==> config.mk <==
export PLATFORM = sky130hd
export DESIGN_NAME = mem_bus_arbiter
export DESIGN_NICKNAME = d
export VERILOG_FILES = /design/src/rtl/mem_bus_arbiter.sv
export SDC_FILE = /design/constraint.sdc
export NUM_CORES = 1
export LEC_CHECK = 0
export BUFFER_PORTS_ARGS = -buffer_cell sky130_fd_sc_hd__buf_2
export CORE_UTILIZATION = 45
export CTS_BUF_LIST = sky130_fd_sc_hd__clkbuf_4 sky130_fd_sc_hd__clkbuf_8
export DETAILED_ROUTE_END_ITERATION = 16
export GPL_TIMING_DRIVEN = 1
export PLACE_DENSITY = 0.83
export SYNTH_ARGS = -nofsm -noshare
export SYNTH_HDL_FRONTEND = slang
export SYNTH_SLANG_ARGS = --single-unit
export TNS_END_PERCENT = 10
==> constraint.sdc <==
create_clock -name clk -period 5.6 [get_ports clk]
set_input_delay 0.28 -clock clk [delete_from_list [all_inputs] [get_ports clk]]
set_output_delay 0.28 -clock clk [all_outputs]
set_load 0.01 [all_outputs]
==> src/rtl/mem_bus_arbiter.sv <==
// Two-requester arbiter for a shared memory/MIO bus. Instruction fetch and
// MEM-stage data accesses are serialised onto a single bus. Data has priority,
// but a streak counter forces a fetch grant after MAX_STREAK data grants made
// while a fetch was waiting. A timeout guard aborts bus cycles that never see
// bus_ready and raises a sticky error flag.
module mem_bus_arbiter #(
    parameter int AW         = 32,
    parameter int DW         = 32,
    parameter int MAX_STREAK = 4,
    parameter int TIMEOUT    = 255,
    parameter int TW         = 8
) (
    input  logic          clk,
    input  logic          rst,
    // instruction-fetch port (read only)
    input  logic          if_req,
    input  logic [AW-1:0] if_addr,
    output logic [DW-1:0] if_rdata,
    output logic          if_done,
    // MEM-stage data port
    input  logic          dm_req,
    input  logic          dm_we,
    input  logic [AW-1:0] dm_addr,
    input  logic [DW-1:0] dm_wdata,
    input  logic [2:0]    dm_type,
    output logic [DW-1:0] dm_rdata,
    output logic          dm_done,
    // unified memory bus
    output logic          bus_req,
    output logic          bus_we,
    output logic [AW-1:0] bus_addr,
    output logic [DW-1:0] bus_wdata,
    output logic [2:0]    bus_dmtype,
    input  logic [DW-1:0] bus_rdata,
    input  logic          bus_ready,
    // pipeline stalls and status
    output logic          stall_if,
    output logic          stall_mem,
    output logic          bus_err
);

    localparam logic [2:0]    DMTYPE_WORD = 3'b010;
    localparam logic [TW-1:0] STREAK_MAX  = TW'(MAX_STREAK);
    localparam logic [TW-1:0] TMO_LAST    = TW'(TIMEOUT - 1);
    localparam bit            TMO_EN      = (TIMEOUT != 0);

    typedef enum logic [1:0] {
        S_IDLE = 2'd0,
        S_BUSY = 2'd1,
        S_RESP = 2'd2
    } state_e;

    typedef enum logic {
        OWN_DATA  = 1'b0,
        OWN_FETCH = 1'b1
    } owner_e;

    state_e          state_q,      state_d;
    owner_e          owner_q,      owner_d;
    logic            bus_req_q,    bus_req_d;
    logic            bus_we_q,     bus_we_d;
    logic [AW-1:0]   bus_addr_q,   bus_addr_d;
    logic [DW-1:0]   bus_wdata_q,  bus_wdata_d;
    logic [2:0]      bus_dmtype_q, bus_dmtype_d;
    logic [DW-1:0]   if_rdata_q,   if_rdata_d;
    logic [DW-1:0]   dm_rdata_q,   dm_rdata_d;
    logic            if_done_q,    if_done_d;
    logic            dm_done_q,    dm_done_d;
    logic            bus_err_q,    bus_err_d;
    logic [TW-1:0]   streak_q,     streak_d;
    logic [TW-1:0]   tmo_q,        tmo_d;
    logic            grant_fetch;

    // State and output registers; reset abandons any transaction in flight.
    // NOTE: sequential state uses non-blocking assignments so every register
    // samples the pre-edge values of the others, independent of statement order.
    always_ff @(posedge clk or posedge rst) begin
        if (rst) begin
            state_q      <= S_IDLE;
            owner_q      <= OWN_DATA;
            bus_req_q    <= 1'b0;
            bus_we_q     <= 1'b0;
            bus_addr_q   <= '0;
            bus_wdata_q  <= '0;
            bus_dmtype_q <= '0;
            if_rdata_q   <= '0;
            dm_rdata_q   <= '0;
            if_done_q    <= 1'b0;
            dm_done_q    <= 1'b0;
            bus_err_q    <= 1'b0;
            streak_q     <= '0;
            tmo_q        <= '0;
        end else begin
            state_q      <= state_d;
            owner_q      <= owner_d;
            bus_req_q    <= bus_req_d;
            bus_we_q     <= bus_we_d;
            bus_addr_q   <= bus_addr_d;
            bus_wdata_q  <= bus_wdata_d;
            bus_dmtype_q <= bus_dmtype_d;
            if_rdata_q   <= if_rdata_d;
            dm_rdata_q   <= dm_rdata_d;
            if_done_q    <= if_done_d;
            dm_done_q    <= dm_done_d;
            bus_err_q    <= bus_err_d;
            streak_q     <= streak_d;
            tmo_q        <= tmo_d;
        end
    end

    // Next-state logic: arbitration in IDLE, wait/timeout in BUSY, done pulse in RESP.
    // NOTE: every signal gets a default before the case so no path can leave
    // one unassigned, which would otherwise infer a latch.
    always_comb begin
        state_d      = state_q;
        owner_d      = owner_q;
        bus_req_d    = bus_req_q;
        bus_we_d     = bus_we_q;
        bus_addr_d   = bus_addr_q;
        bus_wdata_d  = bus_wdata_q;
        bus_dmtype_d = bus_dmtype_q;
        if_rdata_d   = if_rdata_q;
        dm_rdata_d   = dm_rdata_q;
        if_done_d    = 1'b0;
        dm_done_d    = 1'b0;
        bus_err_d    = bus_err_q;
        streak_d     = streak_q;
        tmo_d        = tmo_q;
        grant_fetch  = 1'b0;

        case (state_q)
            S_IDLE: begin
                tmo_d = '0;
                if (if_req || dm_req) begin
                    // Data wins unless fetch has already waited out a full streak.
                    grant_fetch = if_req && (!dm_req || (streak_q == STREAK_MAX));
                    bus_req_d   = 1'b1;
                    state_d     = S_BUSY;
                    if (grant_fetch) begin
                        owner_d      = OWN_FETCH;
                        bus_we_d     = 1'b0;
                        bus_addr_d   = if_addr;
                        bus_wdata_d  = '0;
                        bus_dmtype_d = DMTYPE_WORD;
                        streak_d     = '0;
                    end else begin
                        owner_d      = OWN_DATA;
                        bus_we_d     = dm_we;
                        bus_addr_d   = dm_addr;
                        bus_wdata_d  = dm_wdata;
                        bus_dmtype_d = dm_type;
                        // Only grants that overtake a waiting fetch count toward the streak.
                        if (!if_req) begin
                            streak_d = '0;
                        end else if (streak_q < STREAK_MAX) begin
                            streak_d = streak_q + 1'b1;
                        end
                    end
                end
            end

            S_BUSY: begin
                tmo_d = tmo_q + 1'b1;
                // bus_ready is tested first so a late completion beats the timeout.
                if (bus_ready) begin
                    if (owner_q == OWN_FETCH) begin
                        if_rdata_d = bus_rdata;
                        if_done_d  = 1'b1;
                    end else begin
                        dm_rdata_d = bus_rdata;
                        dm_done_d  = 1'b1;
                    end
                    bus_req_d = 1'b0;
                    state_d   = S_RESP;
                end else if (TMO_EN && (tmo_q == TMO_LAST)) begin
                    if (owner_q == OWN_FETCH) begin
                        if_rdata_d = '0;
                        if_done_d  = 1'b1;
                    end else begin
                        dm_rdata_d = '0;
                        dm_done_d  = 1'b1;
                    end
                    bus_err_d = 1'b1;
                    bus_req_d = 1'b0;
                    state_d   = S_RESP;
                end
            end

            S_RESP: begin
                // The done pulse is visible this cycle; requests are not sampled here.
                tmo_d   = '0;
                state_d = S_IDLE;
            end

            default: begin
                bus_req_d = 1'b0;
                state_d   = S_IDLE;
            end
        endcase
    end

    assign bus_req    = bus_req_q;
    assign bus_we     = bus_we_q;
    assign bus_addr   = bus_addr_q;
    assign bus_wdata  = bus_wdata_q;
    assign bus_dmtype = bus_dmtype_q;
    assign if_rdata   = if_rdata_q;
    assign dm_rdata   = dm_rdata_q;
    assign if_done    = if_done_q;
    assign dm_done    = dm_done_q;
    assign bus_err    = bus_err_q;

    assign stall_if   = if_req & ~if_done_q;
    assign stall_mem  = dm_req & ~dm_done_q;

endmodule

==> impl_metrics.yaml <==
status:
  status: "completed"
timing:
  relSlewSlack_pct: 15.4
  fin_crit_ns: 2.73
  fmax_mhz: 367
  setup-violations-final: 0
  fin_tns_setup_ns: 0
  finalHoldViolations: 0
  rsz0062_at_grt: "false"
  period_share_pct: 48.7
  worst_pin_slew_ns: 1.27
  skew_ns: 0.0115
  slew_violations: 0
  timing.hold.ws_ns: 0.0522
setup_path:
  worstPathBufferInverterCount: 1
  critPathTopFamily: "simple AND/OR/NAND/NOR gates"
  critPathCaptureType: "register"
  crit_fanout: 33
  path_cells: "nand2b_1 -> nor2_2 -> buf_4 -> nand2_1 -> a32o_1"
  path_class: "reg -> reg"
  arrival_ns: 3.05
  worst_ep_required_time_ns: 5.93
  cp-start-kind: "register"
  slowest_delay_ns: 0.81
  crit_slowest_cell: "nand2_1"
final_layout:
  drive_gt1_share_pct: 42.8
  fin_nets: 878
  final_util_pct: 60.3
  area_delta_synth_final_pct: 29.9
  fillCellCount: 1049
  n_antenna_cell: 0
floorplanning:
  row_count: 42
  dieWidth_um: 119
  floorplan.initialDensity_pct: 46.5
  die-height_um: 119
  ioPinCount: 275
  core_um2: 13300
  die_area_um2: 14200
logic_synthesis:
  seq_area_frac_synth_pct: 62.8
  ys_ff_latch: 155
  avgSynthCellArea_um2: 13.0
  yosysMostFrequentCell: "dfrtp_1"
  synthArstFlopShare_pct: 100
  synth_top_cells_by_area: "dfrtp_1 63%, a32o_1 10%, a22o_1 5.2%, a221o_1 5.2%, and2_1 2.9%"
  yosys.area.top_type: "dfrtp_1"
  synth_cell_type_count: 41
  yosys_warnings: 0
  ys.flop_type: "dfrtp_1"
  syn_inst: 476
  synth_top_area_share_pct: 62.8
  synth_common_cells: "155 x dfrtp_1, 64 x a32o_1, 38 x nand2_1, 37 x a22o_1, 32 x a221o_1"
  synth.cell_area_um2: 6180
  syn_nets: 617
  synth_edf_count: 0
worst_hold_path:
  min_path_type: "in -> reg"
drt:
  vias: 5296
  drt_iter0_drc: 454
  drc: 0
  first_pass_iters: 5
  via_per_inst: 5.74
  final_antenna_net_count: 0
  routed_wl_mm: 16.9
  avgRoutedWirePerCell_um: 18.3
grt:
  grt_max_degree: 85
  grt_overflow: 0
  grt_pass1_vias: 5271
  antenna_found_initial: 0
  grt_pass1_wl_mm: 26.9
  grt.total_usage_pct: 24.2
pwr:
  powerDensity_nw_per_um2: 545
  power.total_mw: 4.37
  vdd_ir_drop_max_mv: 0.347
  p_leak_nw: 4.13
run:
  maxCapViolCount: 0
clock_network:
  clkLatencyLatePin_ns: 0.44
  path_clk_slew_ns: 0.08
  cts_num_sinks: 155
  root_buffer: "clkbuf_8"
  clockBufferDepth: 2
  htree_levels: 4
  numCtsBuffers: 17
  cts_tree: "yes"
place:
  hpwlAfterDp_mm: 11.5
  place.gp.congestion: 0.867
  portBuffers: 274
cells by family (layout without fill, tap and decap cells):
logic type / count (synthesis) / in the layout / synth area share, %
AOI/OAI and AO/OA: 163 / 163 / 23.5
xor gates and xnor gates: 6 / 6 / 0.851
adders and majority gates: 4 / 4 / 0.810
buffers and inverters: 49 / 320 / 3.48
DFF: 155 / 155 / 62.8
muxes: 1 / 1 / 0.182
and+or+nand+nor: 98 / 98 / 8.37
power by group:
part           switching (mW)  leakage, nW  internal, mW
clock                   0.392        0.179         0.367
combinational           0.940         1.99         0.821
sequential              0.271         1.95          1.58
state kept, by name (all words and copies together), names as in the netlist:
register    flops
dm_rdata       32
bus_err         1
dm_done         1
bus_wdata      32
owner_q         1
bus_addr       32
state_q         2
bus_req         1
if_rdata       32
bus_we          1
streak_q        8
tmo_q           8
if_done         1
bus_dmtype      3
layout by cell type, fill, tap and decap left out, types with 2 or more instances in the layout:
cell,synthesis,final
nor2_2,0,2
dfrtp_1,155,155
xnor2_1,4,4
a32o_1,64,64
clkinvlp_4,0,2
ha_1,4,4
and2_1,29,29
a221o_1,32,32
clkinv_2,0,6
clkbuf_8,0,19
o21ai_1,3,2
nand3_1,2,2
inv_1,9,8
and3_1,2,2
a22o_1,37,37
xor2_1,2,2
nand4_1,2,2
nor2_1,8,6
nand2_1,38,38
buf_2,4,274
nor3_1,2,2
buf_4,3,7
o21ai_0,20,20
nor2b_1,5,5
metal layers:
layer	track usage [%]	vias up	share of wire, %
met5	0	-	0
met4	8.94	0	1.6
met3	8.14	24	9.9
met2	38.1	315	49
met1	31.2	2613	39
li1	-	2344	-
final timing paths:
kind,from,end,slack [ns],cells past startpoint
max in group asynchronous,rst,streak_q[0]$_DFFE_PP0P_,3.64,4
worst min register to register,bus_err$_DFFE_PP0P_,bus_err$_DFFE_PP0P_,0.48,2
worst min-delay path,dm_type[0],bus_dmtype[0]$_DFFE_PP0P_,0.05,2
worst max register to register,state_q[1]$_DFFE_PP0P_,if_rdata[11]$_DFFE_PP0P_,2.87,5
min in group asynchronous,rst,if_rdata[27]$_DFFE_PP0P_,0.52,3
worst max-delay path,state_q[1]$_DFFE_PP0P_,if_rdata[11]$_DFFE_PP0P_,2.87,5
worst register-to-register path, cell delays in order, from the launching register on:
cell      delay [ns]
dfrtp_1         0.49
nand2b_1        0.28
nor2_2          0.13
buf_4           0.37
nand2_1         0.82
a32o_1          0.54
per-stage QoR:
step	worst slack [ns]	area, um2	cells
after global routing	2.70	8020	923
final	2.87	8020	923
after detailed placement	2.89	7670	893
after CTS	2.85	8020	923
after global placement	3.04	7670	893
after floorplan	1.14	6180	476
area by class of cell:
type | instances | area (um2) | share of cell area, %
Timing Repair Buffer | 282 | 1430 | 17.9
Clock buffer | 20 | 269 | 3.35
Sequential cell | 155 | 3880 | 48.3
Inverter | 9 | 38.8 | 0.483
Clock inverter | 9 | 75.1 | 0.936
Tap cell | 176 | 220 | 2.74
Multi-Input combinational cell | 272 | 2110 | 26.3
what timing repair did:
action | in CTS | in global routing
endpoints found under the hold margin | 83 | 0
resized for setup | 0 | 0
buffers inserted | 0 | 0
hold buffers | 1 | 0
endpoints found under the setup margin | 0 | 0
No activity file was read; power rests on OpenSTA's default activity.
